**src/rtl/alu_issue_stage.sv**
```systemverilog
// rtl/alu_issue_stage.sv - RV32I ALU issue stage with registered operands and captured result
// Two-slot valid/ready pipeline: stage 1 drives the external ALU, stage 2 holds its result.
module alu_issue_stage #(
  parameter int XLEN   = 32,
  parameter int CTRL_W = 4
) (
  input  logic              clk,
  input  logic              reset,
  input  logic              in_valid,
  output logic              in_ready,
  input  logic [31:0]       in_instr,
  input  logic [XLEN-1:0]   in_rs1_data,
  input  logic [XLEN-1:0]   in_rs2_data,
  input  logic [XLEN-1:0]   in_imm,
  output logic [XLEN-1:0]   alu_a,
  output logic [XLEN-1:0]   alu_b,
  output logic [CTRL_W-1:0] alu_ctrl,
  input  logic [XLEN-1:0]   alu_result,
  input  logic              alu_zero,
  output logic              out_valid,
  input  logic              out_ready,
  output logic [XLEN-1:0]   out_result,
  output logic              out_branch,
  output logic              out_taken,
  output logic              out_illegal
);

  localparam logic [CTRL_W-1:0] CTRL_AND = CTRL_W'(4'b0000);
  localparam logic [CTRL_W-1:0] CTRL_OR  = CTRL_W'(4'b0001);
  localparam logic [CTRL_W-1:0] CTRL_ADD = CTRL_W'(4'b0010);
  localparam logic [CTRL_W-1:0] CTRL_SUB = CTRL_W'(4'b0110);

  localparam logic [6:0] OP_R      = 7'b0110011;
  localparam logic [6:0] OP_I      = 7'b0010011;
  localparam logic [6:0] OP_LOAD   = 7'b0000011;
  localparam logic [6:0] OP_STORE  = 7'b0100011;
  localparam logic [6:0] OP_BRANCH = 7'b1100011;

  logic [6:0] opcode;
  logic [2:0] funct3;
  logic [6:0] funct7;

  logic [XLEN-1:0]   dec_a;
  logic [XLEN-1:0]   dec_b;
  logic [CTRL_W-1:0] dec_ctrl;
  logic              dec_br;
  logic              dec_bne;
  logic              dec_ill;

  logic              s1_valid_q, s1_valid_d;
  logic [XLEN-1:0]   alu_a_q, alu_a_d;
  logic [XLEN-1:0]   alu_b_q, alu_b_d;
  logic [CTRL_W-1:0] alu_ctrl_q, alu_ctrl_d;
  logic              s1_br_q, s1_br_d;
  logic              s1_bne_q, s1_bne_d;
  logic              s1_ill_q, s1_ill_d;

  logic              out_valid_q, out_valid_d;
  logic [XLEN-1:0]   out_result_q, out_result_d;
  logic              out_branch_q, out_branch_d;
  logic              out_taken_q, out_taken_d;
  logic              out_illegal_q, out_illegal_d;

  logic adv1, adv2, accept, capture;

  assign opcode = in_instr[6:0];
  assign funct3 = in_instr[14:12];
  assign funct7 = in_instr[31:25];

  always_comb begin
    dec_a    = in_rs1_data;
    dec_b    = in_rs2_data;
    dec_ctrl = CTRL_ADD;
    dec_br   = 1'b0;
    dec_bne  = 1'b0;
    dec_ill  = 1'b0;
    case (opcode)
      OP_R: begin
        case (funct3)
          3'b000: begin
            if (funct7 == 7'b0000000)      dec_ctrl = CTRL_ADD;
            else if (funct7 == 7'b0100000) dec_ctrl = CTRL_SUB;
            else                           dec_ill  = 1'b1;
          end
          3'b111:  dec_ctrl = CTRL_AND;
          3'b110:  dec_ctrl = CTRL_OR;
          default: dec_ill  = 1'b1;
        endcase
      end
      OP_I: begin
        dec_b = in_imm;
        case (funct3)
          3'b000:  dec_ctrl = CTRL_ADD;
          3'b111:  dec_ctrl = CTRL_AND;
          3'b110:  dec_ctrl = CTRL_OR;
          default: dec_ill  = 1'b1;
        endcase
      end
      OP_LOAD, OP_STORE: dec_b = in_imm;
      OP_BRANCH: begin
        dec_ctrl = CTRL_SUB;
        case (funct3)
          3'b000:  dec_br = 1'b1;
          3'b001: begin
            dec_br  = 1'b1;
            dec_bne = 1'b1;
          end
          default: dec_ill = 1'b1;
        endcase
      end
      default: dec_ill = 1'b1;
    endcase
    // Illegal ops still flow through the ALU, so keep it on a defined code with zero operands.
    if (dec_ill) begin
      dec_a    = '0;
      dec_b    = '0;
      dec_ctrl = CTRL_ADD;
      dec_br   = 1'b0;
      dec_bne  = 1'b0;
    end
  end

  assign adv2     = !out_valid_q || out_ready;
  assign adv1     = !s1_valid_q || adv2;
  assign accept   = in_valid && adv1;
  assign capture  = adv2 && s1_valid_q;
  assign in_ready = adv1;

  always_comb begin
    s1_valid_d = adv1 ? in_valid : s1_valid_q;
    alu_a_d    = accept ? dec_a    : alu_a_q;
    alu_b_d    = accept ? dec_b    : alu_b_q;
    alu_ctrl_d = accept ? dec_ctrl : alu_ctrl_q;
    s1_br_d    = accept ? dec_br   : s1_br_q;
    s1_bne_d   = accept ? dec_bne  : s1_bne_q;
    s1_ill_d   = accept ? dec_ill  : s1_ill_q;

    out_valid_d   = adv2 ? s1_valid_q : out_valid_q;
    out_result_d  = out_result_q;
    out_branch_d  = out_branch_q;
    out_taken_d   = out_taken_q;
    out_illegal_d = out_illegal_q;
    if (capture) begin
      out_result_d  = s1_ill_q ? '0 : alu_result;
      out_branch_d  = s1_br_q;
      out_taken_d   = s1_br_q && (alu_zero ^ s1_bne_q);
      out_illegal_d = s1_ill_q;
    end
  end

  always_ff @(posedge clk or posedge reset) begin
    if (reset) begin
      s1_valid_q    <= 1'b0;
      alu_a_q       <= '0;
      alu_b_q       <= '0;
      alu_ctrl_q    <= CTRL_ADD;
      s1_br_q       <= 1'b0;
      s1_bne_q      <= 1'b0;
      s1_ill_q      <= 1'b0;
      out_valid_q   <= 1'b0;
      out_result_q  <= '0;
      out_branch_q  <= 1'b0;
      out_taken_q   <= 1'b0;
      out_illegal_q <= 1'b0;
    end else begin
      s1_valid_q    <= s1_valid_d;
      alu_a_q       <= alu_a_d;
      alu_b_q       <= alu_b_d;
      alu_ctrl_q    <= alu_ctrl_d;
      s1_br_q       <= s1_br_d;
      s1_bne_q      <= s1_bne_d;
      s1_ill_q      <= s1_ill_d;
      out_valid_q   <= out_valid_d;
      out_result_q  <= out_result_d;
      out_branch_q  <= out_branch_d;
      out_taken_q   <= out_taken_d;
      out_illegal_q <= out_illegal_d;
    end
  end

  assign alu_a       = alu_a_q;
  assign alu_b       = alu_b_q;
  assign alu_ctrl    = alu_ctrl_q;
  assign out_valid   = out_valid_q;
  assign out_result  = out_result_q;
  assign out_branch  = out_branch_q;
  assign out_taken   = out_taken_q;
  assign out_illegal = out_illegal_q;

endmodule

```
**config.mk**
```make
export PLATFORM = sky130hd
export DESIGN_NAME = alu_issue_stage
export DESIGN_NICKNAME = d
export VERILOG_FILES = /design/src/rtl/alu_issue_stage.sv
export SDC_FILE = /design/constraint.sdc
export NUM_CORES = 1
export LEC_CHECK = 0
export BUFFER_PORTS_ARGS = -buffer_cell sky130_fd_sc_hd__buf_4
export CORE_MARGIN = 2
export CORE_UTILIZATION = 38
export CTS_BUF_LIST = sky130_fd_sc_hd__clkbuf_4 sky130_fd_sc_hd__clkbuf_8
export DETAILED_ROUTE_END_ITERATION = 8
export PLACE_DENSITY = 0.81
export SLEW_MARGIN = 20
export SYNTH_ARGS = -nofsm -noshare
export SYNTH_HDL_FRONTEND = slang
export SYNTH_SLANG_ARGS = --single-unit
```
**constraint.sdc**
```tcl
create_clock -name clk -period 3.5 [get_ports clk]
set_input_delay 0.525 -clock clk [delete_from_list [all_inputs] [get_ports clk]]
set_output_delay 0.525 -clock clk [all_outputs]
set_load 0.005 [all_outputs]
```
# Yosys cells after proc, flatten, opt, wreduce, memory -nomap -nowiden
# Index checks and enable logic that the tools add are counted.
dict set report totals {
  word_cells 58
  out_inout_bits 105
  regBits 108
  in_bits 165
}
dict set report op_classes {
  reduce_logical 14
  bitwise 1
  n_eq_ne 9
  mux 22
}
# operator n
set op_table {}
lappend op_table {{32-bit two-way mux} 4}
lappend op_table {{7-bit by 6-bit == test with 1-bit output (second input constant)} 3}
lappend op_table {{3-bit case mux with 3 select lines} 2}
lappend op_table {{1-bit two-way mux} 10}
lappend op_table {{7-bit by 2-bit == test with 1-bit output (second input constant)} 1}
lappend op_table {{7-bit by 5-bit == test with 1-bit output (second input constant)} 1}
lappend op_table {{7-bit == test (second input constant)} 1}
lappend op_table {{7-bit logical NOT} 1}
lappend op_table {{3-bit == test (second input constant)} 2}
lappend op_table {{3-bit two-way mux} 2}
lappend op_table {{2-bit OR reduction} 3}
lappend op_table {{3-bit OR reduction} 2}
lappend op_table {{4-bit two-way mux} 1}
lappend op_table {{1-bit case mux with 4 select lines} 1}
lappend op_table {{2-bit case mux with 2 select lines} 1}
lappend op_table {{3-bit by 1-bit == test with 1-bit output (second input constant)} 1}
lappend op_table {{1-bit logical AND} 3}
lappend op_table {{3-bit logical NOT} 1}
lappend op_table {{1-bit logical NOT} 2}
lappend op_table {{1-bit logical OR} 2}
lappend op_table {{1-bit case mux with 2 select lines} 1}
lappend op_table {{1-bit XOR} 1}

# Longest topological paths before layout
dict set report logic_depth {
  depth_word 6
  depth_mapped 6
  depth_no_buf 4
}

# Worst setup path before layout
# OpenSTA, ideal clock, no wires.
dict set report synth_timing {
  path_kind {input port to flip-flop}
  from {in in_instr[3]}
  to {reg alu_b_q[0] (netlist: alu_b[0])}
  setup_time_ns 0.074
  arrival_time_ns 1.846
  slack_ns 1.580
  required_time_ns 3.426
  stages 5
  n_path_buf 1
  path_cell_list {or4bb_1 a41oi_2 o2111ai_2 buf_6 o21ai_2}
}
dict set report synth_between {
  elab_chain_cells 4
  word_cells_on_any_way 10
  classes_between {eq/ne (5); mux (3); reduce/logical (2)}
}
# item line_no
set synth_rtl {}
lappend synth_rtl {{from (decl)} 11} ;# input logic [31:0] in_instr,
lappend synth_rtl {{7-bit by 2-bit == test with 1-bit output (tied with other cells)} 77} ;# case (opcode)
lappend synth_rtl {{2-bit OR reduction or 3-bit OR reduction (tied branches)} n/a}
lappend synth_rtl {{1-bit case mux with 4 select lines or 32-bit two-way mux (tied branches)} 77}
lappend synth_rtl {{32-bit two-way mux (*)} 114} ;# if (dec_ill) begin
lappend synth_rtl {{to (signal assigned)} 168} ;# alu_b_q <= alu_b_d;
lappend synth_rtl {{to (decl)} 52} ;# logic [XLEN-1:0] alu_b_q, alu_b_d;
# Every way passes the cells marked *; elsewhere a longest branch is shown, timed or not.
# A chain may end at the register's enable or synchronous reset.

# Worst setup path after layout
dict set report layout_timing {
  from {in in_instr[26]}
  to {reg alu_b_q[31] (netlist: alu_b[31])}
}
dict set report layout_between {
  elab_chain_cells 6
  word_cells_on_any_way 7
  classes_between {eq/ne (1); mux (5); reduce/logical (1)}
}
# item line_no
set layout_rtl {}
lappend layout_rtl {{7-bit by 6-bit == test with 1-bit output} 82} ;# else if (funct7 == 7'b0100000) dec_ctrl = CTRL_SUB;
lappend layout_rtl {{1-bit two-way mux} 82}
lappend layout_rtl {{1-bit two-way mux (*)} 81} ;# if (funct7 == 7'b0000000) dec_ctrl = CTRL_ADD;
lappend layout_rtl {{1-bit case mux with 2 select lines (*)} 79} ;# case (funct3)
lappend layout_rtl {{1-bit case mux with 4 select lines (*)} 77}
lappend layout_rtl {{32-bit two-way mux (*)} 114}
# Marks and branches as above.

==> flow_metrics.env <==
export IMPL_outcome="finished, final reports clean"
export IMPL_coreArea_um2=12000
export IMPL_yosys_area_share_adder_pct=0
export IMPL_die_width_um=115
export IMPL_fp_row_count=40
export IMPL_xor_xnor_portion_of_the_synthesized_cell_area_pct=0.188
export IMPL_finalSetupViolations=0
export IMPL_synthesis_nets=573
export IMPL_worst_setup_path_start_kind="primary input"
export IMPL_clock_tree_from_tritoncts="done"
export IMPL_antenna_cells=0
export IMPL_first_pass_grt_wire_length_mm=19.3
export IMPL_syn2layout_area_growth_pct=47.1
export IMPL_globalRouteTotalUtil_pct=18.8
export IMPL_max_slew_worst_pin_slew_ps=965
export IMPL_worstPathArrival_ps=2630
export IMPL_synthArstFlopShare_pct=100
export IMPL_route_detailed_wl_per_inst_um=15.7
export IMPL_max_cap_viol_count=0
export IMPL_drtAntennaViolNets=0
export IMPL_insertion_delay_ps=370
export IMPL_drc=0
export IMPL_clk_network_pwr_share_pct=31.5
export IMPL_synth_seq_area_share_pct=57.6
export IMPL_dr_total_vias=3943
export IMPL_achievable_frequency_mhz=428
export IMPL_timing_critical_path_required_ps=3790
export IMPL_synth_cell_area_um2=4650
export IMPL_power_internal_mw=1.73
export IMPL_buffer_ports_inserted=253
export IMPL_synth_area_per_cell_um2=11.4
export IMPL_max_vdd_ir_drop_mv=0.160
export IMPL_switching_share_pct=25.1
export IMPL_finalWorstPathRequiredPeriod_ps=2340
export IMPL_fin_setup_tns_ps=0
export IMPL_hold_buffers=0
export IMPL_cts_buffer_depth=2
export IMPL_worstPathMaxFanout=21
export IMPL_totalWireLength_mm=12.6
export IMPL_synthSimpleGateAreaFrac_pct=13.8
export IMPL_cts_post_setup_buffers_inserted=0
export IMPL_global_route_overflow_total=0
export IMPL_worst_path_class_setup="in2reg"
export IMPL_worstHoldPathType="in2async"
export IMPL_timing_final_max_slew_violations=0
export IMPL_numCtsBuffers=9
export IMPL_crit_path_end_kind="flip-flop"
export IMPL_portion_of_netlist_area_occupied_by_mux_cells_pct=7.38
export IMPL_grt_antenna_before_repair=0
export IMPL_cts_resized=0
export IMPL_yosys_cell_types_count=36
export IMPL_netlist_top_cells_area="dfrtp_1 57%, mux2i_1 6.9%, nand2_1 6.3%"
export IMPL_die_area_um2=13100
export IMPL_post_synthesis_register_bit_count=107
export IMPL_clkSlewWorstSetupHoldPaths_ps=100
export IMPL_detailed_place_hpwl_mm=9.42
export IMPL_fp_dieH_um=115
export IMPL_p_seq_share_pct=55.2
export IMPL_drt_pre_antenna_iters=6
export IMPL_clock_skew_final_ps=4.96
export IMPL_cts_sink_count=107
export IMPL_synth_compound_area_share_pct=17.6
export IMPL_cts_root_buffer="clkbuf_8"
export IMPL_globalplace_congestion=0.811
export IMPL_drt_initial_drc_count=196
export IMPL_pwr_density_cell_nw_per_um2=337
export IMPL_comb_power_share_pct=13.3
export IMPL_final_net_count=815
export IMPL_initial_cell_density_of_the_core_pct=38.9
export IMPL_pre_cts_slack_ps=751
export IMPL_final_layout_size_suffix_gt1_share_pct=48.9
export IMPL_layout_cells_most_common="buf_4"
export IMPL_timing_final_ws_setup_ps=1160
export IMPL_synth_top_family_by_area="compound AO/OA/AOI/OAI gates"
export IMPL_instance_count_of_the_mapped_netlist=408
export IMPL_boundaryPins=270
export IMPL_grt_max_degree=108
export IMPL_synth_largest_area_cell="dfrtp_1"
export IMPL_static_leakage_power_nw=3.65
export IMPL_nFillCells=1001
export IMPL_ys_warn_count=0
export IMPL_worst_slew_margin_pct=35.4
export IMPL_ys_dominant_reg_cell="dfrtp_1"
export IMPL_rsz_0062_raised_after_global_routing="no"
export IMPL_post_route_period_util_pct=66.7
export IMPL_drt_vias_per_instance=4.92
export IMPL_grt_pass1_vias=3932
export IMPL_layout_cells_most_common_list="257 x buf_4, 106 x dfrtp_1, 75 x nand2_1, 37 x o21ai_0, 35 x nand2b_1"
export IMPL_final_hold_violation_count=0
export IMPL_synth_enable_flop_cells=0
export IMPL_switchingPower_mw=0.578
export IMPL_cts_max_level=3
export IMPL_post_synth_top_area_fraction_pct=57.1
## path summary, 6_finish.rpt
kind / start / endpoint / slack [ps] / cells past startpoint
setup / recovery: in_instr[26] / alu_b[31] / 1160 / 6
hold / removal: reset / out_result[16] / 260 / 3
setup reg to reg: out_valid / alu_b[31] / 1360 / 5
hold reg to reg: alu_ctrl[1] / alu_ctrl[1] / 470 / 2
max in group asynchronous: reset / alu_a[3] / 2760 / 3
min in group clk: in_instr[12] / alu_ctrl[0] / 360 / 2
## critical path, cell delays in order
cell	delay, ps
buf_4	110
or4_4	550
nor4_4	310
o2111ai_4	530
buf_4	420
o21ai_0	180
## metal layers
layer  track usage (%)  vias to the layer above  routed length [um]  part of all wire, %
met2              31.4                      169                6160                   49
met4              7.72                        0                 192                  1.5
met5                 0                        -                   0                    0
met3              4.87                       13                1020                  8.1
li1                  -                     1898                   -                    -
met1              23.2                     1863                5190                   41
## cells by family after synthesis
logic type,after synthesis
other,1
AOI/OAI and AO/OA,107
DFF,107
xor gates and xnor gates,1
and+or+nand+nor,129
muxes,34
buffers and inverters,29
## power groups by stage
stage | Clock, mW | Sequential (mW) | Combinational (mW)
after CTS | 0.757 | 1.27 | 0.312
after detailed placement | 0 | 1.30 | 0.311
after floorplan | 0 | 1.30 | 0.111
final | 0.725 | 1.27 | 0.307
after global placement | 0 | 1.30 | 0.303
after global routing | 0.796 | 1.28 | 0.338
## per-stage QoR
stage | utilization (%) | hold WS [ps] | instance area [um2] | power [mW] | instances
finish | 57.2 | 257 | 6840 | 2.30 | 802
global route | 57.2 | 309 | 6840 | 2.41 | 802
CTS | 57.2 | 296 | 6840 | 2.34 | 802
detailed placement | 55.6 | 454 | 6650 | 1.61 | 786
global placement | 55.6 | 457 | 6650 | 1.60 | 786
floorplan | - | 448 | 4650 | 1.41 | 408
## synthesized netlist by cell type (2+ instances only)
cell type / n
a22o_1: 32
buf_6: 6
clkbuf_1: 19
dfrtp_1: 106
mux2_2: 2
mux2i_1: 32
nand2_1: 78
nand2b_1: 35
nand4_1: 2
nor2_1: 3
nor2b_1: 3
o21ai_0: 37
o21ai_2: 30
## final cells by class
cell class / instances / area [um2] / share of cell area (%)
Clock buffer: 11 / 151 / 2.21
Clock inverter: 5 / 35.0 / 0.512
Inverter: 2 / 10.0 / 0.146
Multi-Input combinational cell: 272 / 1830 / 26.8
Sequential cell: 107 / 2680 / 39.2
Tap cell: 147 / 184 / 2.69
Timing Repair Buffer: 258 / 1950 / 28.5
## state kept, by name, summed over array words and instances, names as in the netlist
| signal | flops |
|---|---|
| out_valid | 1 |
| s1_valid_q | 1 |
| alu_b | 32 |
| out_illegal | 1 |
| s1_br_q | 1 |
| s1_bne_q | 1 |
| alu_ctrl | 3 |
| alu_a | 32 |
| out_result | 32 |
| out_branch | 1 |
| s1_ill_q | 1 |
| out_taken | 1 |
(Power assumes the default switching activity.)
